**config.mk**
```make
export PLATFORM = sky130hd
export DESIGN_NAME = mac_rr_scheduler
export DESIGN_NICKNAME = d
export VERILOG_FILES = /design/src/rtl/mac_rr_scheduler.sv
export SDC_FILE = /design/constraint.sdc
export NUM_CORES = 1
export LEC_CHECK = 0
export ABC_AREA = 1
export CORE_ASPECT_RATIO = 1.2
export CORE_UTILIZATION = 45
export CTS_CLUSTER_DIAMETER = 150
export DETAILED_ROUTE_END_ITERATION = 8
export PLACE_DENSITY = 0.69
export SLEW_MARGIN = 0
export SYNTH_ARGS = -nofsm -noshare
export SYNTH_HDL_FRONTEND = slang
export SYNTH_SLANG_ARGS = --single-unit
```
**constraint.sdc**
```tcl
create_clock -name clk -period 14.16 [get_ports clk]
set_clock_uncertainty 0.2 [all_clocks]
set_input_delay 2.832 -clock clk [delete_from_list [all_inputs] [get_ports clk]]
set_output_delay 2.832 -clock clk [all_outputs]
set_load 0.02 [all_outputs]
```
**src/rtl/mac_rr_scheduler.sv**
```systemverilog
// mac_rr_scheduler: round-robin shared square-accumulate (acc += d*d) engine.
// NUM_REQ requesters take turns sending whole bursts; each burst's sum is
// presented with the requester id on a valid/ready result port.
// Optional feature: define MAC_SAT_EN for saturating accumulation with a
// sticky out_sat flag; otherwise the accumulator wraps and out_sat is 0.
module mac_rr_scheduler #(
  parameter int unsigned NUM_REQ = 4,
  parameter int unsigned ACC_W   = 20,
  parameter int unsigned MAX_LEN = 16
) (
  input  logic                       clk,
  input  logic                       reset,
  input  logic [NUM_REQ-1:0]         req_valid,
  input  logic [8*NUM_REQ-1:0]       req_data,
  input  logic [NUM_REQ-1:0]         req_last,
  output logic [NUM_REQ-1:0]         req_ready,
  output logic                       out_valid,
  input  logic                       out_ready,
  output logic [ACC_W-1:0]           out_data,
  output logic [$clog2(NUM_REQ)-1:0] out_id,
  output logic                       out_trunc,
  output logic                       out_sat,
  output logic                       busy
);

  localparam int unsigned ID_W  = $clog2(NUM_REQ);
  localparam int unsigned CNT_W = $clog2(MAX_LEN + 1);

  typedef enum logic [1:0] {IDLE, RUN, HOLD} state_t;

  state_t             state_q, state_d;
  logic [ID_W-1:0]    ptr_q, ptr_d;
  logic [ID_W-1:0]    gnt_q, gnt_d;
  logic [ACC_W-1:0]   acc_q, acc_d;
  logic [CNT_W-1:0]   cnt_q, cnt_d;
  logic               trunc_q, trunc_d;
  logic [NUM_REQ-1:0] req_ready_q, req_ready_d;
  logic               out_valid_q, out_valid_d;
  logic               busy_q, busy_d;

  logic               found;
  logic [ID_W-1:0]    sel;
  logic [7:0]         sample;
  logic [15:0]        prod;
  logic               fire;
  logic               done;
  int                 idx;

`ifdef MAC_SAT_EN
  logic               sat_q, sat_d;
  logic [ACC_W:0]     sum;
`endif

  // Next-state, arbitration and accumulator sequencing
  always_comb begin
    state_d   = state_q;
    ptr_d     = ptr_q;
    gnt_d     = gnt_q;
    acc_d     = acc_q;
    cnt_d     = cnt_q;
    trunc_d   = trunc_q;
`ifdef MAC_SAT_EN
    sat_d     = sat_q;
    sum       = '0;
`endif
    found     = 1'b0;
    sel       = '0;
    idx       = 0;

    // first valid requester at or after the rr pointer, wrapping
    for (int k = 0; k < int'(NUM_REQ); k++) begin
      idx = (int'(ptr_q) + k) % int'(NUM_REQ);
      if (!found && req_valid[ID_W'(idx)]) begin
        found = 1'b1;
        sel   = ID_W'(idx);
      end
    end

    sample = req_data[8*gnt_q +: 8];
    prod   = sample * sample;
    fire   = req_valid[gnt_q] & req_ready_q[gnt_q];
    done   = req_last[gnt_q] || (cnt_q == CNT_W'(MAX_LEN - 1));

    case (state_q)
      IDLE: begin
        if (found) begin
          gnt_d   = sel;
          ptr_d   = ID_W'((int'(sel) + 1) % int'(NUM_REQ));
          acc_d   = '0;
          cnt_d   = '0;
          trunc_d = 1'b0;
`ifdef MAC_SAT_EN
          sat_d   = 1'b0;
`endif
          state_d = RUN;
        end
      end
      RUN: begin
        if (fire) begin
`ifdef MAC_SAT_EN
          sum = {1'b0, acc_q} + (ACC_W+1)'(prod);
          if (sum[ACC_W]) begin
            acc_d = '1;
            sat_d = 1'b1;
          end else begin
            acc_d = sum[ACC_W-1:0];
          end
`else
          acc_d = acc_q + ACC_W'(prod);
`endif
          cnt_d = cnt_q + CNT_W'(1);
          if (done) begin
            trunc_d = ~req_last[gnt_q];
            state_d = HOLD;
          end
        end
      end
      HOLD: begin
        if (out_ready) state_d = IDLE;
      end
      default: state_d = IDLE;
    endcase

    req_ready_d = (state_d == RUN) ? (NUM_REQ'(1) << gnt_d) : '0;
    out_valid_d = (state_d == HOLD);
    busy_d      = (state_d != IDLE);
  end

  // State and datapath registers, synchronous reset
  always_ff @(posedge clk) begin
    if (reset) begin
      state_q     <= IDLE;
      ptr_q       <= '0;
      gnt_q       <= '0;
      acc_q       <= '0;
      cnt_q       <= '0;
      trunc_q     <= 1'b0;
      req_ready_q <= '0;
      out_valid_q <= 1'b0;
      busy_q      <= 1'b0;
    end else begin
      state_q     <= state_d;
      ptr_q       <= ptr_d;
      gnt_q       <= gnt_d;
      acc_q       <= acc_d;
      cnt_q       <= cnt_d;
      trunc_q     <= trunc_d;
      req_ready_q <= req_ready_d;
      out_valid_q <= out_valid_d;
      busy_q      <= busy_d;
    end
  end

`ifdef MAC_SAT_EN
  // Sticky saturation flag, cleared on each grant
  always_ff @(posedge clk) begin
    if (reset) sat_q <= 1'b0;
    else       sat_q <= sat_d;
  end
  assign out_sat = sat_q;
`else
  assign out_sat = 1'b0;
`endif

  assign req_ready = req_ready_q;
  assign out_valid = out_valid_q;
  assign out_data  = acc_q;
  assign out_id    = gnt_q;
  assign out_trunc = trunc_q;
  assign busy      = busy_q;

endmodule

```
==> flow_summary.ini, run 1 <==
[layout]
final-seq-area_um2 = 761
antennaDiodeCount = 0
nNetsFinal = 825
multi_input_area_um2 = 3140
drive_gt1_frac = 0.0670
n_fill_cell = 940
syn2layout_area_growth_pct = 21.4

[setup_path]
r2r_cells = 28
crit_start = req_data[2]
r2r-end = out_data[19]$_SDFFE_PP0P_
crit_fanout = 6
end_kind = flip-flop
worst-setup-path-type = in -> reg
arrival_ns = 7.99
required_ns = 14.15
regToRegStartpoint = out_id[0]$_SDFF_PP0_
start_kind = input port
r2r_setup_slack_ns = 8.14

[routing]
drt-initial-drc-count = 180
dr.pass1.iters = 5
post_drt_wl_per_cell_um = 13.5
vias_per_cell = 5.15
num_vias = 4252
antenna_left = 0
drcViolationCount = 0
wl_mm = 11.1

[yosys]
synthSimpleGateAreaFrac = 0.284
synth.distinct_cells = 45
yosys_register_bits = 38
syn_inst = 636
synth_edf_count = 0
synthAdderAreaFrac = 0.290
synthMuxAreaShare = 0.00225
synth_compound_gate_area_share = 0.115
yosys_warnings = 0
yosysMostFrequentCell = nand2_1
async_flop_share = 0
synth-main-ff-cell = dfxtp_1
yosys-top-cells-area = dfxtp_1 17%, fa_1 17%, nand2_1 13%
ys_seq_area_frac = 0.171
yosysTopAreaCellShare = 0.171
avgSynthCellArea_um2 = 7.01
yosysTopAreaCell = dfxtp_1
syn-cell-area_um2 = 4460
synthTopCellsByCount = 153 x nand2_1, 116 x inv_1, 68 x nor2_1
synth_top_family_by_area = adder cells
synth_fp_nets = 760
yosys.area_share.xor_xnor = 0.0138

[floorplan]
die-area_um2 = 10300
die_h_um = 111
coreArea_um2 = 9560
rows = 39
io_pins = 73
fp.dieW_um = 92.8
start_util = 0.466

[global_route]
gr-total-overflow = 0
grt_usage = 0.222
grt_pass1_vias = 4135
grt_max_degree = 24
grt_pass1_wl_mm = 18.5
antenna_found_initial = 0

[timing]
fin_crit_sh = 0.565
finalCriticalPeriod_ns = 8.01
maxSlewHeadroom = 0.310
fmax_ghz = 0.125
rsz0062_at_grt = false
drv_slew = 0
hold_viol_final = 0
tightest_slew_ns = 1.03
finalSetupTns_ns = 0
timing.final.ws_setup_ns = 6.15
finalSetupViolations = 0

[min_path]
worstHoldPathCells = 2
holdPathEnd = out_data[13]$_SDFFE_PP0P_
hold_path.class = reg -> reg
hold_start = out_data[13]$_SDFFE_PP0P_

[placed_design]
gp_congestion = 0.863
port_buffers = 71
preCtsSetupSlack_ns = 5.87
hpwlAfterDp_mm = 9.09

[clock_tree]
clkSlewWorstSetupHoldPaths_ns = 0.06
cts_setup_buffers = 0
clock_sinks = 38
cts_hold_buf = 0
clock_latency_ns = 0.29
cts_buffers = 5
cts_tree = done
cts.htree.levels = 2
cts_root_buffer = clkbuf_16
cts_resized = 0
cts_max_path_buffers = 2

[job]
timing.max_cap.violations = 0

[outcome]
status = finished, final reports clean
==> cells in the final DEF, fill, tap and decap left out, types with 8 or more instances in the layout <==
| master | n |
|---|---|
| a21oi_1 | 38 |
| a21oi_2 | 8 |
| clkdlybuf4s50_1 | 71 |
| dfxtp_1 | 38 |
| fa_1 | 37 |
| ha_1 | 44 |
| inv_1 | 116 |
| nand2_1 | 153 |
| nand2_2 | 13 |
| nand3_1 | 34 |
| nor2_1 | 68 |
| o21ai_0 | 18 |
==> final cells by class <==
cell class | instances | area share
clock inverter | 3 | 0.00833
sequential | 38 | 0.141
multi-input combinational | 462 | 0.581
tap | 123 | 0.0284
inverter | 122 | 0.0856
clock buffer | 5 | 0.0231
timing repair buffer | 72 | 0.133
==> cells by family after synthesis <==
logic type | count (synthesis)
fa+ha+maj | 81
flops | 38
simple gates | 287
xor+xnor | 7
mux | 1
compound gates | 85
other cells | 1
buf+inv | 136
==> layer usage <==
metal	share of wire	vias up	wire length [um]	global-route usage
met5	0	-	0	0
met4	0.027	0	299	0.0759
li1	-	2115	-	-
met1	0.43	1991	4800	0.277
met2	0.49	123	5420	0.387
met3	0.052	23	577	0.0322
==> state kept, by name, indices dropped and copies added (netlist names) <==
| register | flops |
|---|---|
| state_q | 2 |
| busy | 1 |
| out_id | 2 |
| out_trunc | 1 |
| ptr_q | 2 |
| out_data | 20 |
| out_valid | 1 |
| cnt_q | 5 |
| req_ready | 4 |
==> worst max-delay path by stage <==
stage	slack [ns]	endpoint
after global routing	5.79	out_data[19]$_SDFFE_PP0P_
after CTS	6.16	out_data[19]$_SDFFE_PP0P_
after global placement	5.93	out_data[19]$_SDFFE_PP0P_
after floorplan	6.98	out_data[19]$_SDFFE_PP0P_
after detailed placement	5.87	out_data[19]$_SDFFE_PP0P_
final	6.15	out_data[19]$_SDFFE_PP0P_
==> critical path, stage by stage <==
cell	delay, ns
clkdlybuf4s50_1	0.46
nand2_1	0.06
a32oi_1	0.55
inv_1	0.27
nor2_1	0.34
nand2_1	0.12
nand2_1	0.08
inv_1	0.04
ha_1	0.29
fa_1	0.51
fa_1	0.55
inv_1	0.06
fa_1	0.53
inv_1	0.05
ha_1	0.35
a21oi_1	0.21
nor2_1	0.06
nor2_1	0.08
nand2_1	0.08
nand2_1	0.08
nand2_1	0.08
nand2_1	0.06
nand2_1	0.04
nand2_1	0.07
nand2_1	0.05
nand2_1	0.05
nor2_1	0.04
==> metrics by stage <==
step	util	cell area (um^2)	cells	hold slack, ns
after global routing	0.566	5410	825	0.294
after floorplan	-	4460	636	0.237
final	0.566	5410	825	0.278
after CTS	0.566	5410	825	0.284
after global placement	0.548	5240	817	0.249
after detailed placement	0.548	5240	817	0.271
Power of run 1 is left out: the tool's default activity adds up to more than one toggle a clock period on the data nets, which glitch-free logic cannot reach.
==> run 2, diff against run 1 <==
- clock period: 14.16 -> 7.95 ns (I/O delays scaled with it)
==> flow_summary.ini, run 2 (synthesis results as in run 1) <==
[clock_tree]
cts_buffers = 5
cts_root_buffer = clkbuf_16
clock_sinks = 38
cts_max_path_buffers = 2
cts_tree = done
cts_hold_buf = 0
cts.htree.levels = 2
cts_resized = 0
clock_latency_ns = 0.28
cts_setup_buffers = 0
clkSlewWorstSetupHoldPaths_ns = 0.06

[layout]
antennaDiodeCount = 0
nNetsFinal = 826
most-common-layout-cells = 153 x nand2_1, 116 x inv_1, 71 x clkdlybuf4s50_1, 68 x nor2_1, 44 x ha_1
largest_reg_flops = 20
syn2layout_area_growth_pct = 21.6
layout_commonest_cell = nand2_1
final_core_util = 0.566
drive_gt1_frac = 0.0683

[routing]
vias_per_cell = 5.10
num_vias = 4210
drt-initial-drc-count = 161
post_drt_wl_per_cell_um = 13.4
dr.pass1.iters = 5
antenna_left = 0
wl_mm = 11.0
drcViolationCount = 0

[setup_path]
worst-setup-path-type = in -> reg
start_kind = input port
r2r_setup_slack_ns = 2.06
end_kind = flip-flop
r2r-end = out_data[19]$_SDFFE_PP0P_
required_ns = 7.93
r2r_cells = 28
crit_fanout = 6
arrival_ns = 6.63
regToRegStartpoint = out_id[0]$_SDFF_PP0_
crit_start = req_data[2]

[floorplan]
fp.dieW_um = 92.8
rows = 39
die_h_um = 111
die-area_um2 = 10300
start_util = 0.466
coreArea_um2 = 9560
io_pins = 73

[timing]
finalSetupTns_ns = 0
drv_slew = 0
timing.final.ws_setup_ns = 1.30
finalSetupViolations = 0
tightest_slew_ns = 0.985
hold_viol_final = 0
maxSlewHeadroom = 0.341
fin_crit_sh = 0.836
finalCriticalPeriod_ns = 6.65
fmax_ghz = 0.150
rsz0062_at_grt = false

[min_path]
hold_start = cnt_q[2]$_SDFFE_PP0P_
holdPathEnd = cnt_q[2]$_SDFFE_PP0P_
hold_path.class = reg -> reg
worstHoldPathCells = 2

[placed_design]
preCtsSetupSlack_ns = 1.01
gp_congestion = 0.879
hpwlAfterDp_mm = 8.99
port_buffers = 71

[global_route]
gr-total-overflow = 0
grt_max_degree = 24
grt_usage = 0.222
antenna_found_initial = 0
grt_pass1_vias = 4142
grt_pass1_wl_mm = 18.6

[outcome]
status = finished, final reports clean

[job]
timing.max_cap.violations = 0
[run 2: final cells by class]
class / count / area, um^2
clock buffer: 5 / 125
clock inverter: 3 / 45.0
multi-input combinational: 462 / 3140
fill: 908 / 4150
tap: 123 / 154
timing repair buffer: 73 / 726
sequential: 38 / 761
inverter: 122 / 463
[run 2: through the flow]
step | hold slack [ns] | cell area, um^2 | std cells
2_1_floorplan | 0.237 | 4460 | 636
3_3_place_gp | 0.250 | 5250 | 818
3_5_place_dp | 0.276 | 5250 | 818
4_1_cts | 0.290 | 5420 | 826
5_1_grt | 0.296 | 5420 | 826
6_report | 0.281 | 5420 | 826
[run 2: per-layer routing]
| metal | vias to the layer above | share of wire | track usage |
|---|---|---|---|
| met4 | 0 | 0.027 | 0.0779 |
| met2 | 147 | 0.48 | 0.378 |
| met5 | - | 0 | 0 |
| met1 | 1925 | 0.42 | 0.276 |
| li1 | 2109 | - | - |
| met3 | 29 | 0.068 | 0.0432 |
[run 2: worst max-delay path, cell delays in order]
cell and delay [ns]:
clkdlybuf4s50_1 0.46, nand2_1 0.05, a32oi_1 0.50, inv_1 0.23, nor2_1 0.30, nand2_1 0.11, nand2_1 0.07, inv_1 0.04
ha_1 0.29, fa_1 0.52, fa_1 0.56, inv_1 0.06, fa_1 0.53, inv_1 0.04, ha_1 0.35, a21oi_1 0.23
nor2_1 0.06, nor2_1 0.08, nand2_1 0.08, nand2_1 0.07, nand2_1 0.08, nand2_1 0.07, nand2_1 0.04, nand2_1 0.07
nand2_1 0.05, nand2_1 0.05, nor2_1 0.04
[run 2: worst max-delay path by stage]
stage / endpoint / slack, ns / cells after the start
after detailed placement: out_data[19]$_SDFFE_PP0P_ / 1.01 / 27
after floorplan: out_data[19]$_SDFFE_PP0P_ / 2.02 / 26
after CTS: out_data[19]$_SDFFE_PP0P_ / 1.28 / 27
after global placement: out_data[19]$_SDFFE_PP0P_ / 1.19 / 27
after global routing: out_data[16]$_SDFFE_PP0P_ / 0.88 / 25
final: out_data[19]$_SDFFE_PP0P_ / 1.30 / 27
Power of run 2 is left out for the same reason.
==> run 3, diff against run 2 <==
- clock period: 7.95 -> 6.8 ns (I/O delays scaled with it)
==> flow_summary.ini, run 3 (synthesis results as in run 1) <==
[outcome]
status = finished, final reports clean

[global_route]
grt_pass1_vias = 4005
antenna_found_initial = 0
grt_usage = 0.220
grt_max_degree = 21
grt_pass1_wl_mm = 18.2
gr-total-overflow = 0

[job]
timing.max_cap.violations = 0

[setup_path]
cpMostUsedCell = nand2_1
worst-setup-path-type = in -> reg
r2r_setup_slack_ns = 0.88
required_ns = 6.77
arrival_ns = 6.43
crit_family = adder cells
path_depth = 27
path_buf_inv = 5
regToRegStartpoint = out_id[0]$_SDFF_PP0_
r2r-end = out_data[19]$_SDFFE_PP0P_
start_kind = input port
cp_slowest_cell = a32oi_1
end_kind = flip-flop
r2r_cells = 27
crit_fanout = 5
max_stage_delay_ns = 0.57

[layout]
multi_input_area_um2 = 3140
n_fill_cell = 932
final-seq-area_um2 = 761
most-common-layout-cells = 153 x nand2_1, 116 x inv_1, 71 x clkdlybuf4s50_1, 68 x nor2_1, 44 x ha_1
nNetsFinal = 829
drive_gt1_frac = 0.0722
largest_reg_flops = 20
layout_commonest_cell = nand2_1
syn2layout_area_growth_pct = 21.6
antennaDiodeCount = 0

[clock_tree]
clkSlewWorstSetupHoldPaths_ns = 0.05
clock_sinks = 38
cts_max_path_buffers = 2
cts_tree = done
cts.htree.levels = 2
cts_root_buffer = clkbuf_16
cts_setup_buffers = 0
clock_latency_ns = 0.28
cts_buffers = 5
cts_resized = 0
cts_hold_buf = 0

[timing]
finalSetupTns_ns = 0
drv_slew = 0
tightest_slew_ns = 0.676
hold_viol_final = 0
fin_crit_sh = 0.949
fmax_ghz = 0.155
finalSetupViolations = 0
finalCriticalPeriod_ns = 6.46
rsz0062_at_grt = false
maxSlewHeadroom = 0.547

[routing]
num_vias = 4138
drcViolationCount = 0
drt-initial-drc-count = 163
dr.pass1.iters = 5
antenna_left = 0
wl_mm = 11.0
post_drt_wl_per_cell_um = 13.3
vias_per_cell = 4.99

[floorplan]
die_h_um = 111
die-area_um2 = 10300
coreArea_um2 = 9560
io_pins = 73
fp.dieW_um = 92.8
rows = 39
start_util = 0.466

[placed_design]
port_buffers = 71
gp_congestion = 0.864
hpwlAfterDp_mm = 8.89

[min_path]
hold_path.class = reg -> reg
holdPathEnd = cnt_q[2]$_SDFFE_PP0P_
hold_start = cnt_q[2]$_SDFFE_PP0P_
worstHoldPathCells = 2
run 3: cell count changes in the layout (fill, tap and decap cells not counted):
cell        previous run  this run
clkinvlp_4             2         1
bufinv_16              1         0
buf_4                  2         5
clkbuf_8               0         1
clkinv_2               0         1
run 3: stage by stage:
stage          hold slack (ns)   util  setup slack (ns)  area (um^2)  cells
2_1_floorplan            0.237      -              1.10         4460    636
3_3_place_gp             0.249  0.551             0.149         5270    821
3_5_place_dp             0.263  0.551            0.0508         5270    821
4_1_cts                  0.274  0.567             0.333         5420    829
5_1_grt                  0.302  0.567            0.0150         5420    829
6_report                 0.276  0.567             0.344         5420    829
run 3: area by class of cell:
| class | count | area share |
|---|---|---|
| repair buffers | 76 | 0.138 |
| flip-flops and latches | 38 | 0.140 |
| well taps | 123 | 0.0284 |
| multi-input cells | 462 | 0.580 |
| inverters | 122 | 0.0854 |
| clock buffers | 6 | 0.0256 |
| clock inverters | 2 | 0.00231 |
run 3: worst max-delay path by stage:
stage	endpoint	start
after floorplan	out_data[19]$_SDFFE_PP0P_	req_data[10]
after global placement	out_data[19]$_SDFFE_PP0P_	req_data[2]
after detailed placement	out_data[19]$_SDFFE_PP0P_	req_data[10]
after CTS	out_data[19]$_SDFFE_PP0P_	req_data[2]
after global routing	out_data[19]$_SDFFE_PP0P_	req_data[10]
final	out_data[19]$_SDFFE_PP0P_	req_data[2]
run 3: tightest hold or removal path, stage by stage (launching register included):
cell and delay, ns:
dfxtp_1 0.32, inv_1 0.05, a21oi_1 0.05
run 3: layer usage:
layer  vias up  wire length [um]  share of wire  track usage
met5         -                 0              0            0
met4         0               102         0.0093       0.0390
met3        11               559          0.051       0.0343
met2       114              5650           0.51        0.407
met1      1896              4710           0.43        0.267
li1       2117                 -              -            -
Power of run 3 is left out for the same reason.
